**src/rtl/lcd_bus_scheduler.sv**
```systemverilog
// HD44780 character-LCD bus controller: power-up delay, fixed init list, then
// round-robin service of two byte requesters with full setup/EN/hold/execute timing.
module lcd_bus_scheduler #(
    parameter int CNT_W   = 20,
    parameter int T_PWRUP = 750000,
    parameter int T_AS    = 2,
    parameter int T_EN    = 12,
    parameter int T_HOLD  = 2,
    parameter int T_SHORT = 2000,
    parameter int T_LONG  = 82000
) (
    input  logic       clk_i,
    input  logic       rst_i,
    input  logic       a_valid_i,
    input  logic       a_rs_i,
    input  logic [7:0] a_data_i,
    output logic       a_ready_o,
    input  logic       b_valid_i,
    input  logic       b_rs_i,
    input  logic [7:0] b_data_i,
    output logic       b_ready_o,
    output logic       init_done_o,
    output logic       busy_o,
    output logic       lcd_rs_o,
    output logic       lcd_rw_o,
    output logic       lcd_en_o,
    output logic [7:0] lcd_data_o
);

    typedef enum logic [2:0] {
        S_PWRUP,
        S_INIT_LOAD,
        S_SETUP,
        S_PULSE,
        S_HOLD,
        S_WAIT,
        S_IDLE
    } state_t;

    // A zero timing parameter is treated as a single cycle.
    localparam int P_PWRUP = (T_PWRUP < 1) ? 1 : T_PWRUP;
    localparam int P_AS    = (T_AS    < 1) ? 1 : T_AS;
    localparam int P_EN    = (T_EN    < 1) ? 1 : T_EN;
    localparam int P_HOLD  = (T_HOLD  < 1) ? 1 : T_HOLD;
    localparam int P_SHORT = (T_SHORT < 1) ? 1 : T_SHORT;
    localparam int P_LONG  = (T_LONG  < 1) ? 1 : T_LONG;

    localparam logic [CNT_W-1:0] LD_PWRUP = P_PWRUP[CNT_W-1:0];
    localparam logic [CNT_W-1:0] LD_AS    = P_AS[CNT_W-1:0];
    localparam logic [CNT_W-1:0] LD_EN    = P_EN[CNT_W-1:0];
    localparam logic [CNT_W-1:0] LD_HOLD  = P_HOLD[CNT_W-1:0];
    localparam logic [CNT_W-1:0] LD_SHORT = P_SHORT[CNT_W-1:0];
    localparam logic [CNT_W-1:0] LD_LONG  = P_LONG[CNT_W-1:0];
    localparam logic [CNT_W-1:0] CNT_ONE  = {{(CNT_W-1){1'b0}}, 1'b1};

    localparam logic [2:0] INIT_LEN = 3'd5;

    state_t           state_q, state_d;
    logic [CNT_W-1:0] cnt_q, cnt_d;
    logic [2:0]       idx_q, idx_d;
    logic             init_done_q, init_done_d;
    logic             rr_q, rr_d;
    logic             lcd_rs_q, lcd_rs_d;
    logic [7:0]       lcd_data_q, lcd_data_d;
    logic             lcd_en_q, lcd_en_d;
    logic             grant_a, grant_b;
    logic             cnt_done;
    logic             long_cmd;

    function automatic logic [7:0] init_byte(input logic [2:0] idx);
        case (idx)
            3'd0:    init_byte = 8'h38;
            3'd1:    init_byte = 8'h38;
            3'd2:    init_byte = 8'h0C;
            3'd3:    init_byte = 8'h06;
            3'd4:    init_byte = 8'h01;
            default: init_byte = 8'h00;
        endcase
    endfunction

    // rr_q=0 favours A on a tie; it flips to the other port after every transfer.
    assign grant_a  = a_valid_i && (!b_valid_i || !rr_q);
    assign grant_b  = b_valid_i && (!a_valid_i ||  rr_q);
    assign cnt_done = (cnt_q <= CNT_ONE);
    assign long_cmd = !lcd_rs_q && (lcd_data_q[7:2] == 6'd0);

    always_ff @(posedge clk_i or posedge rst_i) begin
        if (rst_i) begin
            state_q     <= S_PWRUP;
            cnt_q       <= LD_PWRUP;
            idx_q       <= 3'd0;
            init_done_q <= 1'b0;
            rr_q        <= 1'b0;
            lcd_rs_q    <= 1'b0;
            lcd_data_q  <= 8'h00;
            lcd_en_q    <= 1'b0;
        end else begin
            state_q     <= state_d;
            cnt_q       <= cnt_d;
            idx_q       <= idx_d;
            init_done_q <= init_done_d;
            rr_q        <= rr_d;
            lcd_rs_q    <= lcd_rs_d;
            lcd_data_q  <= lcd_data_d;
            lcd_en_q    <= lcd_en_d;
        end
    end

    // The delay counter is reloaded on every timed-state entry and the state exits when it reads 1.
    always_comb begin
        state_d     = state_q;
        cnt_d       = cnt_done ? cnt_q : (cnt_q - CNT_ONE);
        idx_d       = idx_q;
        init_done_d = init_done_q;
        rr_d        = rr_q;
        lcd_rs_d    = lcd_rs_q;
        lcd_data_d  = lcd_data_q;
        case (state_q)
            S_PWRUP: begin
                if (cnt_done) state_d = S_INIT_LOAD;
            end
            S_INIT_LOAD: begin
                state_d    = S_SETUP;
                cnt_d      = LD_AS;
                lcd_rs_d   = 1'b0;
                lcd_data_d = init_byte(idx_q);
                idx_d      = idx_q + 3'd1;
            end
            S_SETUP: begin
                if (cnt_done) begin
                    state_d = S_PULSE;
                    cnt_d   = LD_EN;
                end
            end
            S_PULSE: begin
                if (cnt_done) begin
                    state_d = S_HOLD;
                    cnt_d   = LD_HOLD;
                end
            end
            S_HOLD: begin
                if (cnt_done) begin
                    state_d = S_WAIT;
                    cnt_d   = long_cmd ? LD_LONG : LD_SHORT;
                end
            end
            S_WAIT: begin
                if (cnt_done) begin
                    if (init_done_q) begin
                        state_d = S_IDLE;
                    end else if (idx_q == INIT_LEN) begin
                        state_d     = S_IDLE;
                        init_done_d = 1'b1;
                    end else begin
                        state_d = S_INIT_LOAD;
                    end
                end
            end
            S_IDLE: begin
                if (grant_a) begin
                    state_d    = S_SETUP;
                    cnt_d      = LD_AS;
                    lcd_rs_d   = a_rs_i;
                    lcd_data_d = a_data_i;
                    rr_d       = 1'b1;
                end else if (grant_b) begin
                    state_d    = S_SETUP;
                    cnt_d      = LD_AS;
                    lcd_rs_d   = b_rs_i;
                    lcd_data_d = b_data_i;
                    rr_d       = 1'b0;
                end
            end
            default: begin
                state_d = S_PWRUP;
                cnt_d   = LD_PWRUP;
            end
        endcase
    end

    always_comb begin
        a_ready_o = (state_q == S_IDLE) && grant_a;
        b_ready_o = (state_q == S_IDLE) && grant_b;
        lcd_en_d  = (state_d == S_PULSE);
    end

    assign init_done_o = init_done_q;
    assign busy_o      = (state_q != S_IDLE);
    assign lcd_rs_o    = lcd_rs_q;
    assign lcd_rw_o    = 1'b0;
    assign lcd_en_o    = lcd_en_q;
    assign lcd_data_o  = lcd_data_q;

endmodule

```
**config.mk**
```make
export PLATFORM = sky130hd
export DESIGN_NAME = lcd_bus_scheduler
export DESIGN_NICKNAME = d
export VERILOG_FILES = /design/src/rtl/lcd_bus_scheduler.sv
export SDC_FILE = /design/constraint.sdc
export NUM_CORES = 1
export LEC_CHECK = 0
export BUFFER_PORTS_ARGS = -buffer_cell sky130_fd_sc_hd__buf_2
export CAP_MARGIN = 10
export CORE_ASPECT_RATIO = 1.1
export CORE_MARGIN = 2
export CORE_UTILIZATION = 58
export DETAILED_ROUTE_END_ITERATION = 8
export PLACE_DENSITY_LB_ADDON = 0.2
export RECOVER_POWER = 50
export SLEW_MARGIN = 20
export SYNTH_ARGS = -nofsm -noshare
export SYNTH_HDL_FRONTEND = slang
export SYNTH_SLANG_ARGS = --single-unit
```
**constraint.sdc**
```tcl
create_clock -name clk_i -period 2.6 [get_ports clk_i]
set_input_delay 0.26 -clock clk_i [delete_from_list [all_inputs] [get_ports clk_i]]
set_output_delay 0.26 -clock clk_i [all_outputs]
set_load 0.05 [all_outputs]
```
==> flow_summary_export.csv <==
group,metric,value,unit
run_status,status,"finished with violations",
run_status,failed_checks,"capacitance limit, slew limit",
power,clkPwrFrac,36.7,%
floorplanning,die_y,75.2,um
global_routing,grt_overflow_total,0,
clocking,worst_skew_pair.late_latency,290,ps
layout,multi_input_area,1570,um^2
power,vdd.ir_drop.worst,0.269,mV
logic_synthesis,syn_area,2680,um^2
routing,route.detailed.drc,0,
layout,drive_gt1_share,22.3,%
power,seqPwrFrac,52.4,%
power,p_sw,374,uW
clocking,clock_sinks,38,
setup_path,crit_path_start,"cnt_q[1]$_DFF_PP0_",
power,p_sw_share,27.2,%
sta,timing.fmax,424,MHz
hold_path,hp-start,"b_rs_i",
setup_path,rr_worst_depth,7,
routing,vias,2381,
layout,n_antenna_cell,0,
floorplanning,rows,25,
placed_design,dp_hpwl,4.72,mm
logic_synthesis,synthArstFlopShare,100,%
setup_path,r2r-start,"cnt_q[1]$_DFF_PP0_",
power,powerDensity,463,nW/um^2
clocking,ctsHoldBuffers,0,
logic_synthesis,ys_seq_area_share,36.0,%
clocking,cts_setup_buffers,0,
placed_design,place_congestion,0.943,
power,power_frac_comb,11.0,%
hold_path,hp-class,"input pin to flip-flop",
clocking,clock_tree.root_cell,"clkbuf_8",
clocking,cts_buffers,5,
setup_path,endpoint,"cnt_q[12]$_DFF_PP1_",
sta,tns,0,ps
clocking,clk_pin_slew_worst_paths,80,ps
setup_path,start_kind,"flip-flop",
setup_path,path_max_fanout,5,
logic_synthesis,synth_cell_types,64,
layout,fillers,374,
placed_design,port_buffers,35,
layout,areaGrowthSynthToFinish,10.7,%
layout,stdcell_area,2960,um^2
logic_synthesis,synth_fp_nets,327,
clocking,cts_tree,"built",
global_routing,grt_pass1_wl,10.7,mm
power,p_int,999,uW
sta,finClkSkew,6.36,ps
global_routing,grt_pass1_vias,2253,
logic_synthesis,netlist_instances,297,
sta,post-route-min-period,2360,ps
logic_synthesis,syn_area_per_cell,9.01,um^2
global_routing,grt_max_degree,39,
setup_path,worstSetupPathType,"flip-flop to flip-flop",
floorplanning,initial_core_util,61.1,%
flow_run,max_cap_violations,1,
logic_synthesis,synth_edf_count,0,
global_routing,antenna_found_initial,0,
setup_path,required,2820,ps
routing,detail_route.vias_per_cell,6.23,
setup_path,r2r_setup_slack,240,ps
sta,hold_viol,0,
routing,drt_iter0_markers,140,
placed_design,placed_area,2860,um^2
routing,wl_per_cell,16.7,um
routing,firstDrtPassIters,4,
floorplanning,coreArea,4380,um^2
routing,drt_wl_total,6.39,mm
setup_path,critical_path_arrival,2570,ps
clocking,clock_path_buffers,2,
setup_path,r2r_end,"cnt_q[12]$_DFF_PP1_",
setup_path,cp-end-kind,"flip-flop",
layout,register_area,965,um^2
power,p_leak,0.00124,uW
clocking,cts-resized-gates,0,
sta,setup_viol,0,
floorplanning,io_pins,37,
sta,relSlewSlack,-34.5,%
sta,worst_slew_pin_slew,2020,ps
clocking,htree_num_levels,2,
logic_synthesis,ys_seq_elements,38,
floorplanning,dieWidth,68.8,um
routing,final_antenna_net_count,0,
sta,rsz0062_at_grt,"false",
layout,fin_nets,357,
sta,finalMaxSlewViolations,39,
logic_synthesis,synth_ff_type,"dfrtp_1",
global_routing,grtUsageTotal,27.5,%
floorplanning,dieArea,5170,um^2
sta,fin_crit_sh,90.7,%
logic_synthesis,yosysWarnings,0,
==> layout make-up <==
| type | instances | area share (%) |
|---|---|---|
| Clock inverter | 3 | 1.35 |
| Sequential cell | 38 | 32.6 |
| Timing Repair Buffer | 40 | 6.76 |
| Multi-Input combinational cell | 230 | 53.1 |
| Inverter | 12 | 1.61 |
| Tap cell | 54 | 2.28 |
| Clock buffer | 5 | 2.32 |
==> power by group through the flow <==
stage	Clock, uW	Combinational (uW)	Sequential [uW]
2_1_floorplan	0	138	696
3_3_place_gp	0	150	728
3_5_place_dp	0	150	729
4_1_cts	505	152	717
5_1_grt	532	173	726
6_report	504	150	719
==> through the flow <==
step / utilization, % / hold WS, ps / instances / setup WS, ps / total power (uW)
2_1_floorplan: - / 445 / 297 / 90.9 / 834
3_3_place_gp: 65.3 / 400 / 374 / 348 / 878
3_5_place_dp: 65.3 / 402 / 374 / 289 / 879
4_1_cts: 67.8 / 82.9 / 382 / 231 / 1370
5_1_grt: 67.6 / 306 / 382 / 43.3 / 1430
6_report: 67.6 / 292 / 382 / 242 / 1370
==> per-layer routing <==
layer	vias up	wire, um	GRT usage (%)
met5	-	0	0
met4	0	107	8.06
met3	12	347	4.78
met2	95	3190	48.4
met1	1122	2740	34.3
li1	1152	-	-
==> synth_stat cells, types with 4 or more instances <==
| cell type | instances | area share [%] |
|---|---|---|
| a21oi_1 | 14 | 2.6 |
| o21ai_0 | 24 | 4.5 |
| clkbuf_1 | 6 | 0.84 |
| a31oi_1 | 4 | 0.93 |
| nand2b_1 | 4 | 0.93 |
| nand3_1 | 9 | 1.7 |
| nor3_1 | 10 | 1.9 |
| dfrtp_1 | 28 | 26 |
| o21a_1 | 4 | 1.1 |
| o31ai_1 | 9 | 2.5 |
| buf_4 | 4 | 1.1 |
| nand4_1 | 6 | 1.4 |
| and3_1 | 4 | 0.93 |
| mux2i_1 | 7 | 2.6 |
| and2_1 | 6 | 1.4 |
| nor2_1 | 20 | 2.8 |
| xnor2_1 | 6 | 2.0 |
| nor2b_1 | 4 | 0.93 |
| inv_1 | 11 | 1.5 |
| ha_1 | 8 | 3.7 |
| xor2_1 | 4 | 1.3 |
| a211oi_1 | 5 | 1.4 |
| dfstp_2 | 10 | 9.8 |
| nand2_1 | 24 | 3.4 |
==> critical path, cell delays in order, from the launching register on <==
cell and delay [ps]:
dfrtp_1 410, inv_1 120, ha_1 240, nor3b_1 610, nor3b_1 380, o2111ai_1 180
xor2_1 160, o21ai_0 170
==> how the worst min path moves through the flow <==
stage	end	slack [ps]	cells past startpoint
4_1_cts	cnt_q[9]$_DFF_PP0_	80	3
3_5_place_dp	idx_q[0]$_DFFE_PP0P_	400	3
2_1_floorplan	cnt_q[0]$_DFF_PP0_	440	1
5_1_grt	lcd_data_o[7]$_DFFE_PP0P_	310	3
3_3_place_gp	idx_q[0]$_DFFE_PP0P_	400	3
6_report	lcd_rs_o$_DFFE_PP0P_	290	3
==> placed cells by master (no fill, tap or decap), types with 4 or more instances in the layout <==
| master | Yosys | final |
|---|---|---|
| buf_4 | 4 | 4 |
| nor2_1 | 20 | 20 |
| inv_1 | 11 | 11 |
| dfrtp_1 | 28 | 27 |
| o21ai_0 | 24 | 24 |
| clkbuf_1 | 6 | 8 |
| xor2_1 | 4 | 4 |
| a21oi_1 | 14 | 13 |
| o21a_1 | 4 | 4 |
| nor2b_1 | 4 | 4 |
| a211oi_1 | 5 | 4 |
| ha_1 | 8 | 8 |
| nand4_1 | 6 | 6 |
| mux2i_1 | 7 | 7 |
| buf_2 | 3 | 28 |
| nand2b_1 | 4 | 4 |
| nand2_1 | 24 | 24 |
| o31ai_1 | 9 | 9 |
| and2_1 | 6 | 6 |
| and3_1 | 4 | 4 |
| xnor2_1 | 6 | 6 |
| dfstp_2 | 10 | 10 |
| clkbuf_8 | 0 | 5 |
| a31oi_1 | 4 | 4 |
| nand3_1 | 9 | 9 |
| nor3_1 | 10 | 10 |
==> logic make-up (layout without fill, tap and decap cells) <==
group | Yosys count | after routing | share of synthesized area [%]
simple gates | 109 | 109 | 22.7
flops | 38 | 38 | 36.0
buf+inv | 29 | 60 | 5.56
fa+ha+maj | 8 | 8 | 3.74
xor+xnor | 10 | 10 | 3.27
other cells | 1 | 1 | 0.140
compound gates | 92 | 92 | 24.7
mux | 10 | 10 | 3.88
==> sequential cells by signal (all words and copies together), names as in the netlist <==
register / cells
cnt_q: 20
idx_q: 3
init_done_o: 1
lcd_data_o: 8
lcd_en_o: 1
lcd_rs_o: 1
rr_q: 1
state_q: 3
Power figures use the tool's default switching activity.
